$ cat config.mk
export PLATFORM = sky130hd
export DESIGN_NAME = demux_14_tdm
export DESIGN_NICKNAME = d
export VERILOG_FILES = /design/src/rtl/demux_14_tdm_pkg.sv /design/src/rtl/demux_14_tdm_slot_ctrl.sv /design/src/rtl/demux_14_tdm.sv
export SDC_FILE = /design/constraint.sdc
export NUM_CORES = 1
export LEC_CHECK = 0
export ABC_AREA = 0
export BUFFER_PORTS_ARGS = -buffer_cell sky130_fd_sc_hd__buf_2
export CORE_UTILIZATION = 56
export CTS_BUF_LIST = sky130_fd_sc_hd__clkbuf_4
export DETAILED_ROUTE_END_ITERATION = 12
export MAX_ROUTING_LAYER = met4
export PLACE_DENSITY = 0.88
export SKIP_LAST_GASP = 1
export SYNTH_ARGS = -nofsm -noshare
export SYNTH_HDL_FRONTEND = slang
export SYNTH_SLANG_ARGS = --single-unit
$ cat constraint.sdc
create_clock -name clk -period 3.2 [get_ports clk]
set_clock_uncertainty 0.05 [all_clocks]
set_input_delay 0.64 -clock clk [delete_from_list [all_inputs] [get_ports clk]]
set_output_delay 0.64 -clock clk [all_outputs]
set_load 0.02 [all_outputs]
$ cat src/rtl/demux_14_tdm_pkg.sv
// Shared types and constants for the 1-to-4 TDM demultiplexer.
package demux_14_tdm_pkg;

    localparam int unsigned NUM_SLOTS = 4;

    typedef enum logic {
        IDLE,
        RUN
    } state_t;

    typedef logic [1:0] slot_t;

endpackage

$ cat src/rtl/demux_14_tdm_slot_ctrl.sv
// Frame tracker for the TDM demux: follows slot position, decodes per-channel
// write enables and produces the registered valid / frame status pulses.
module demux_14_tdm_slot_ctrl
    import demux_14_tdm_pkg::*;
(
    input  logic                 clk,
    input  logic                 rst_n,
    input  logic                 in_valid,
    input  logic                 in_sof,
    output logic [NUM_SLOTS-1:0] wr_en,
    output logic [NUM_SLOTS-1:0] out_valid,
    output logic                 frame_valid,
    output logic                 frame_err,
    output slot_t                out_slot
);

    state_t state_q, state_d;
    slot_t  slot_q, slot_d;
    logic   fv_d, fe_d;

    always_ff @(posedge clk or negedge rst_n) begin
        if (!rst_n) begin
            state_q     <= IDLE;
            slot_q      <= '0;
            out_valid   <= '0;
            frame_valid <= 1'b0;
            frame_err   <= 1'b0;
        end else begin
            state_q     <= state_d;
            slot_q      <= slot_d;
            out_valid   <= wr_en;
            frame_valid <= fv_d;
            frame_err   <= fe_d;
        end
    end

    always_comb begin
        state_d = state_q;
        slot_d  = slot_q;
        if (in_valid) begin
            if (in_sof) begin
                // sof restarts the frame from either state
                state_d = RUN;
                slot_d  = slot_t'(1);
            end else if (state_q == RUN) begin
                if (slot_q == slot_t'(NUM_SLOTS - 1)) begin
                    state_d = IDLE;
                    slot_d  = '0;
                end else begin
                    slot_d = slot_q + slot_t'(1);
                end
            end
        end
    end

    always_comb begin
        wr_en = '0;
        fv_d  = 1'b0;
        fe_d  = 1'b0;
        if (in_valid) begin
            if (in_sof) begin
                wr_en[0] = 1'b1;
                fe_d     = (state_q == RUN);
            end else if (state_q == IDLE) begin
                fe_d = 1'b1;
            end else begin
                wr_en[slot_q] = 1'b1;
                fv_d          = (slot_q == slot_t'(NUM_SLOTS - 1));
            end
        end
    end

    assign out_slot = (state_q == IDLE) ? '0 : slot_q;

endmodule

$ cat src/rtl/demux_14_tdm.sv
// Time-division 1-to-4 demultiplexer: routes framed beats into four
// registered channel outputs and reports frame completion / framing errors.
module demux_14_tdm
    import demux_14_tdm_pkg::*;
#(
    parameter int unsigned WIDTH = 8
) (
    input  logic             clk,
    input  logic             rst_n,
    input  logic             in_valid,
    input  logic             in_sof,
    input  logic [WIDTH-1:0] in_data,
    output logic [WIDTH-1:0] out_data0,
    output logic [WIDTH-1:0] out_data1,
    output logic [WIDTH-1:0] out_data2,
    output logic [WIDTH-1:0] out_data3,
    output logic [3:0]       out_valid,
    output logic [1:0]       out_slot,
    output logic             frame_valid,
    output logic             frame_err
);

    logic [NUM_SLOTS-1:0] wr_en;
    logic [WIDTH-1:0]     data_q [NUM_SLOTS];

    demux_14_tdm_slot_ctrl u_ctrl (
        .clk         (clk),
        .rst_n       (rst_n),
        .in_valid    (in_valid),
        .in_sof      (in_sof),
        .wr_en       (wr_en),
        .out_valid   (out_valid),
        .frame_valid (frame_valid),
        .frame_err   (frame_err),
        .out_slot    (out_slot)
    );

    always_ff @(posedge clk or negedge rst_n) begin
        if (!rst_n) begin
            for (int unsigned i = 0; i < NUM_SLOTS; i++) begin
                data_q[i] <= '0;
            end
        end else begin
            for (int unsigned i = 0; i < NUM_SLOTS; i++) begin
                if (wr_en[i]) begin
                    data_q[i] <= in_data;
                end
            end
        end
    end

    assign out_data0 = data_q[0];
    assign out_data1 = data_q[1];
    assign out_data2 = data_q[2];
    assign out_data3 = data_q[3];

endmodule
=== After elaboration in Yosys (flattened, before gate mapping) ===
Cells that the tools add are included.

* Bits of input ports: 12
* Logic and storage cells: 35
* Register bits after elaboration: 41
* Output and inout bits: 40

* Eq/ne operators: 1
* Magnitude comparators: 2
* Reduce and logical (&&, ||, !) cells: 3
* $add $sub $neg: 1
* Multiplexer cells: 19

{| class="wikitable"
|+ Operator list
! operator !! number
|-
| $mux W1 || 11
|-
| $mux W2 || 4
|-
| $mux W4 || 2
|-
| $lt A2 B3 Y1 const B || 1
|-
| $mux W3 || 1
|-
| $add A2 B1 Y2 const B || 1
|-
| $demux W1 S2 || 1
|-
| $eq A2 B2 Y1 const B || 1
|-
| $ge A2 B1 Y1 const B || 1
|-
| $reduce_and A2 Y1 || 1
|-
| $reduce_bool A2 Y1 || 1
|-
| $logic_and A1 B1 Y1 || 1
|}

=== Logic depth before layout (Yosys ltp) ===
Gate-level depths: netlist (run 1).

* Depth after elaboration: 7
* Mapped depth: 5
* Depth with buffers taken out: 4

=== Modules after synthesis ===
From an unflattened synthesis (run 1), not the netlist that was laid out.

* Cell total of the unflattened synthesis: 103
* Area total of the unflattened synthesis: 1722.9 um2

{| class="wikitable"
|+ By module, submodules not included
! module !! area each (um2) !! seq. area each (um2) !! cells an instance !! times used
|-
| demux_14_tdm || 1326.3 || 800.8 || 68 || 1
|-
| demux_14_tdm_slot_ctrl || 396.6 || 200.2 || 35 || 1
|}

=== Least setup slack after synthesis (run 1) ===
No wires, ideal clock.

* Path kind: register to output
* Start: register u_ctrl.state_q
* End: output port out_slot[0]
* Setup slack: 1.683 ns
* Arrival: 0.827 ns
* Stages on the path, launching flop included: 4
* Data required time: 2.510 ns
* Path through: dfrtp_1 > buf_6 > inv_1 > nor2_1

* Word-level cells in the longest chain between the ends: 1

{| class="wikitable"
|+ RTL lines
! item !! line !! source
|-
| start, declared || demux_14_tdm_slot_ctrl.sv:17 || <nowiki>state_t state_q, state_d;</nowiki>
|-
| start signal, assigned || demux_14_tdm_slot_ctrl.sv:29 || <nowiki>state_q <= state_d;</nowiki>
|-
| $mux W2 || demux_14_tdm_slot_ctrl.sv:73 || <nowiki>assign out_slot = (state_q == IDLE) ? '0 : slot_q;</nowiki>
|-
| end, declared || demux_14_tdm.sv:18 || <nowiki>output logic [1:0] out_slot,</nowiki>
|}

Every way passes these cells.

=== Final worst setup path (run 1) ===
Ends and elaborated chain as after synthesis.

==> qor.csv, run 1 <==
metric,value,unit
coreArea,0.00283,mm2
insertion_delay,340,ps
cts_setup_buffers,0,
placed_cell_area,0.00195,mm2
die_w,57.2,um
total_power,2.02,mW
violations,design-rule violations,
hold_ws,327,ps
place_congestion,0.736,
syn_to_final_growth,19.0,%
rsz0062_at_grt,false,
crit_type,flip-flop to output port,
fin_area,0.00203,mm2
cp.required,2510,ps
io_buffers,51,
worstReg2RegEnd,out_data0[4],
finalHoldViolCount,0,
cts_hold_buffers,0,
wl_per_cell,16.3,um
slew_violations,0,
cts_root_buffer,clkbuf_4,
clkTransAtPathRegs,120,ps
via_per_inst,5.57,
drtIter0Drc,16,
cts_tree,built,
antenna_found_initial,0,
drt-total-wl,3.38,mm
cp-end-kind,output port,
status,"complete, but fails checks",
numCtsBuffers,5,
pin_count,52,
p_leak,1.10,nW
reg2reg_depth,4,
reg2reg_from,u_ctrl.slot_q[0],
maxCapViolations,0,
final_core_util,71.8,%
cp-start-kind,flip-flop,
power_density,995,mW/mm2
dr_wl_met2,1.78,mm
multiInputGateArea,601,um2
drt.antenna.violating_nets,0,
met3WireLength,199,um
grt_max_degree,41,
cp_max_fo,7,
num_rows,19,
die_y,57.2,um
fin_nets,192,
synth_cell_types,20,
fmax,0.481,GHz
vias,1154,
avgSynthCellArea,13.9,um2
synth-seq-cells,40,
tightest_slew,846,ps
top_layer_used,met4,
drc,6,
grt_pass1_vias,1205,
ctsResizeCount,0,
die_area,0.00327,mm2
cts_max_level,2,
peakVddDrop,0.531,mV
cts.sinks,40,
setup_violations,0,
grt_pass1_wl,5.51,mm
layout-drive-gt1-share,50.0,%
cts.path.max_buffers,2,
worstPathArrival,1390,ps
grtUsageTotal,23.7,%
fin_crit,2080,ps
initial_core_util,60.4,%
min_period_over_period,64.9,%
ys_seq_area_share,58.6,%
num_antenna_cells,0,
maxSlewHeadroom,43.6,%
detailed_place_hpwl,2.39,mm
gr-total-overflow,0,
regToRegSetupSlack,1660,ps
finalSetupTns,0,ps
dr.pass1.iters,8,
nFillCells,200,
met1_length,1.33,mm
mappedNetlistNets,140,
netlist_area,0.00171,mm2
regArea,0.00100,mm2
syn_inst,123,
min_path_type,input port to asynchronous set/reset pin,
synth_warnings,0,
how the worst max path moves through the flow:
stage	slack (ps)	end	startpoint	cells after the start
after floorplan	1680	out_slot[0]	u_ctrl.state_q	3
after global placement	1450	out_data3[3]	in_valid	3
after detailed placement	1430	out_data3[6]	in_valid	3
after CTS	1120	out_slot[0]	u_ctrl.state_q	3
after global routing	1030	out_slot[1]	u_ctrl.state_q	3
final	1120	out_slot[0]	u_ctrl.state_q	3
worst max-delay path, stage by stage (launching register included):
cell and delay, ps:
dfrtp_1 610, inv_1 150, nor2_1 120, buf_2 160
routing by layer:
metal	global-route usage (%)	vias to the layer above
met5	-	-
met4	10.5	0
met3	5.44	10
met2	39.3	49
met1	27.5	573
li1	-	522
synth_stat cells:
cell type	n	share of area [%]
dfrtp_1	40	59
mux2_2	24	16
inv_1	15	3.3
nand2_1	9	2.0
o32ai_1	8	4.1
ha_1	5	3.7
nor2b_1	4	1.5
buf_6	3	2.0
nand4b_4	3	4.2
nor2_1	2	0.44
a21o_1	1	0.44
a21oi_2	1	0.51
and2_1	1	0.37
and3_4	1	0.66
buf_2	1	0.29
buf_4	1	0.44
clkbuf_1	1	0.22
mux2i_1	1	0.59
nand4bb_1	1	0.66
o21ai_0	1	0.29
state kept, by name, summed over array words and instances, names as in the netlist:
name                flops
out_data0               8
out_data1               8
out_data2               8
out_data3               8
u_ctrl.frame_err        1
u_ctrl.frame_valid      1
u_ctrl.out_valid        3
u_ctrl.slot_q           2
u_ctrl.state_q          1
power breakdown:
| part | internal [mW] | switching [mW] | total [mW] | leakage, nW |
|---|---|---|---|---|
| logic | 0.340 | 0.511 | 0.851 | 0.560 |
| clock network | 0.172 | 0.163 | 0.335 | 0.0456 |
| registers | 0.711 | 0.124 | 0.835 | 0.495 |
layout by cell type (no fill, tap or decap), drive strengths merged, types with 2 or more instances in the layout:
cell,instances
mux2,24
nor2,2
nor2b,4
clkbuf,6
dfrtp,40
nand4b,3
buf,51
o32ai,8
ha,5
inv,15
nand2,9
cells by family (layout without fill, tap and decap cells):
family / after synthesis / after routing / share of synthesized area [%]
flip-flops: 40 / 40 / 58.6
multiplexers: 25 / 25 / 16.4
AND/OR/NAND/NOR: 21 / 21 / 9.74
buffers and inverters: 21 / 74 / 6.23
AO/OA/AOI/OAI: 11 / 11 / 5.35
adder cells (fa/ha/maj): 5 / 5 / 3.66
final cells by class:
type | count | share of cell area, %
tap | 31 | 1.91
timing repair buffer | 51 | 12.6
clock inverter | 2 | 1.72
clock buffer | 6 | 2.22
sequential | 40 | 49.3
multi-input combinational | 62 | 29.6
inverter | 15 | 2.77
stage by stage:
| step | setup slack (ps) | std cells |
|---|---|---|
| floorplan | 1680 | 123 |
| global placement | 1450 | 199 |
| detailed placement | 1430 | 199 |
| CTS | 1120 | 207 |
| global route | 1030 | 207 |
| finish | 1120 | 207 |
No activity file was read; power rests on OpenSTA's default activity.
==> run 2, diff against run 1 <==
Settings changed: ABC_AREA 0 to 1, CORE_UTILIZATION 56 to 52, PLACE_DENSITY 0.88 to 0.83.
Clock period 3.2 ns to 2.1 ns, I/O delays scaled along.
==> run 2 against run 1 <==
  * Flip-flop and latch count stayed put
  * Register-to-register slack lost 1200 ps
  * Non-clock buffer count grew 1
  * Synthesized cell count rose by 45%
  * Power grew 37%
  * Critical path type unchanged
  * First-iteration DRC count rose to 2.8 times the previous value
  * Setup slack lost 770 ps
  * The run now ends clean
==> qor.csv, run 2 <==
metric,value,unit,change
io_buffers,51,,unchanged
endpoint,out_slot[1],,
place_congestion,0.870,,+18%
reg2reg_depth,5,,+1
reg2reg_from,u_ctrl.slot_q[0],,
cp.required,1630,ps,-880 ps
cts_setup_buffers,0,,unchanged
grt_pass1_vias,1238,,+2.7%
total_power,2.78,mW,+37%
crit_path_max_incr_delay,610,ps,about the same
synth-seq-cells,40,,unchanged
status,"finished, final reports clean",,
p_switching,1.21,mW,+52%
synth-edff-count,0,,unchanged
slew_violations,0,,unchanged
num_rows,20,,+1
layout-drive-gt1-share,29.6,%,-20 points
cts_hold_buffers,0,,unchanged
synth_top_area_cell,dfrtp_1,,
cp-end-kind,output port,,
grt_max_degree,41,,unchanged
final_common_cell,nand2_1,,
crit_chain,"nand2_1, inv_1, buf_2",,
syn_inst,178,,+45%
p_leak,1.21,nW,+9.6%
cts_root_buffer,clkbuf_4,,
drt-total-wl,3.44,mm,+1.6%
numCtsBuffers,5,,unchanged
drc,0,,-6
cp-start-kind,flip-flop,,
num_antenna_cells,0,,unchanged
dr.pass1.iters,4,,-4
peakVddDrop,0.572,mV,+7.6%
insertion_delay,350,ps,about the same
yosysTopAreaCellShare,58.8,%,+0.17 points
die_y,59.2,um,+3.5%
drtIter0Drc,44,,+28
initial_core_util,55.3,%,-5.0 points
ys_seq_area_share,58.8,%,+0.17 points
crit_path_top_delay_cell,dfrtp_1,,
fmax,0.572,GHz,
swShare,43.7,%,+4.2 points
vias,1388,,+20%
gr-total-overflow,0,,unchanged
yosys_most_used_dff,dfrtp_1,,
post-place-ws,539,ps,-893 ps
finalHoldViolCount,0,,unchanged
regToRegSetupSlack,510,ps,-1150 ps
cts_max_level,2,,unchanged
syn_to_final_growth,18.0,%,
maxSlewHeadroom,67.6,%,+24 points
async_reset_ff_share,100,%,unchanged
setup_violations,0,,unchanged
finalSetupTns,0,ps,unchanged
cp-startpoint,u_ctrl.state_q,,
via_per_inst,5.07,,-9.1%
nFillCells,285,,+43%
setup_ws,351,ps,-771 ps
synth_warnings,0,,unchanged
fin_nets,246,,+28%
cts.sinks,40,,unchanged
clkTransAtPathRegs,120,ps,about the same
worstPathArrival,1280,ps,-110 ps
mostFrequentLayoutCells,"nand2_1 (69), buf_2 (51), dfrtp_1 (40)",,
crit_buf_inv,2,,unchanged
cp.depth,3,,unchanged
min_path_type,input port to asynchronous set/reset pin,,
drt.antenna.violating_nets,0,,unchanged
netlist_area,0.00170,mm2,-0.29%
synthTopCellsByArea,"dfrtp_1 (59%), nand2_1 (15%), nand3_1 (9.7%)",,
wl_per_cell,12.5,um,-23%
synth_cell_types,16,,-20%
cts_tree,built,,
mappedNetlistNets,195,,+39%
avgSynthCellArea,9.57,um2,-31%
p_comb_share,41.5,%,-0.6 points
die_area,0.00351,mm2,+7.1%
cp_max_fo,9,,+2
detailed_place_hpwl,2.54,mm,+6.0%
antenna_found_initial,0,,unchanged
maxCapViolations,0,,unchanged
clkPwrFrac,13.7,%,-2.9 points
pin_count,52,,unchanged
yosys-top-cells-count,"nand2_1 (69), dfrtp_1 (40), nand3_1 (33)",,
p_int,1.56,mW,+28%
crit_type,flip-flop to output port,,
critical-path-top-delay-family,flip-flops,,
grtUsageTotal,23.1,%,-0.55 points
power_density,1380,mW/mm2,+39%
ctsResizeCount,0,,unchanged
p_seq_share,44.8,%,+3.5 points
cts.path.max_buffers,2,,unchanged
coreArea,0.00308,mm2,+8.8%
fin_crit,1750,ps,
tightest_slew,486,ps,-360 ps
rsz0062_at_grt,false,,
worstReg2RegEnd,out_data2[7],,
min_period_over_period,83.3,%,
grt_pass1_wl,5.68,mm,+3.0%
yosysMostFrequentCell,nand2_1,,
die_w,59.2,um,+3.5%
[run 2: changes by cell type in the layout (fill, tap and decap cells not counted), moves of 3 or more]
| cell | delta |
|---|---|
| nand3_1 | +33 |
| inv_1 | -6 |
| nand2_1 | +60 |
| nand4b_4 | -3 |
| nor2b_1 | -4 |
| nand4_2 | +3 |
| o32ai_1 | -8 |
| mux2_2 | -24 |
[run 2: routing by layer]
metal  global-route usage [%]  routed length (um)  vias to the layer above
met2                     35.8                1650                       50
met5                        -                   0                        -
met1                     29.1                1500                      663
li1                         -                   -                      669
met4                     8.16                  53                        0
met3                     6.55                 232                        6
[run 2: metrics by stage]
stage | hold WS [ps] | cell area [um2] | instances | utilization (%)
finish | 50.2 | 2010 | 274 | 65.3
global placement | 398 | 1950 | 266 | 63.5
floorplan | 74.4 | 1700 | 178 | -
CTS | 58.5 | 2010 | 274 | 65.3
global route | 74.2 | 2010 | 274 | 65.3
detailed placement | 404 | 1950 | 266 | 63.5
[run 2: area by class of cell]
| type | instances | area, um2 | area share, % |
|---|---|---|---|
| Sequential cell | 40 | 1000 | 49.8 |
| Multi-Input combinational cell | 120 | 597 | 29.7 |
| Timing Repair Buffer | 52 | 263 | 13.1 |
| Tap cell | 44 | 55.1 | 2.74 |
| Clock buffer | 5 | 37.5 | 1.87 |
| Inverter | 10 | 37.5 | 1.87 |
| Clock inverter | 3 | 18.8 | 0.934 |
[run 2: logic make-up after synthesis]
logic type               after synthesis  share of synthesized area [%]
flip-flops                            40                           58.8
buffers and inverters                 18                           6.17
AO/OA/AOI/OAI                          3                          0.881
AND/OR/NAND/NOR                      112                           30.5
adder cells (fa/ha/maj)                5                           3.67
[run 2: worst min path at each step]
stage	start	to	slack [ps]	depth (start not counted)
floorplan	rst_n	out_data0[0]	70	0
global placement	out_data3[0]	out_data3[0]	400	2
detailed placement	out_data3[7]	out_data3[7]	400	2
CTS	rst_n	u_ctrl.out_valid[1]	60	2
global route	rst_n	out_data3[7]	70	2
finish	rst_n	out_data3[7]	50	2
[run 2: power groups by stage]
stage	clock (mW)	combinational (mW)	sequential [mW]
2_1_floorplan	0	0.423	1.59
3_3_place_gp	0	1.13	1.26
3_5_place_dp	0	1.16	1.26
4_1_cts	0.387	1.17	1.25
5_1_grt	0.422	1.27	1.28
6_report	0.380	1.15	1.24
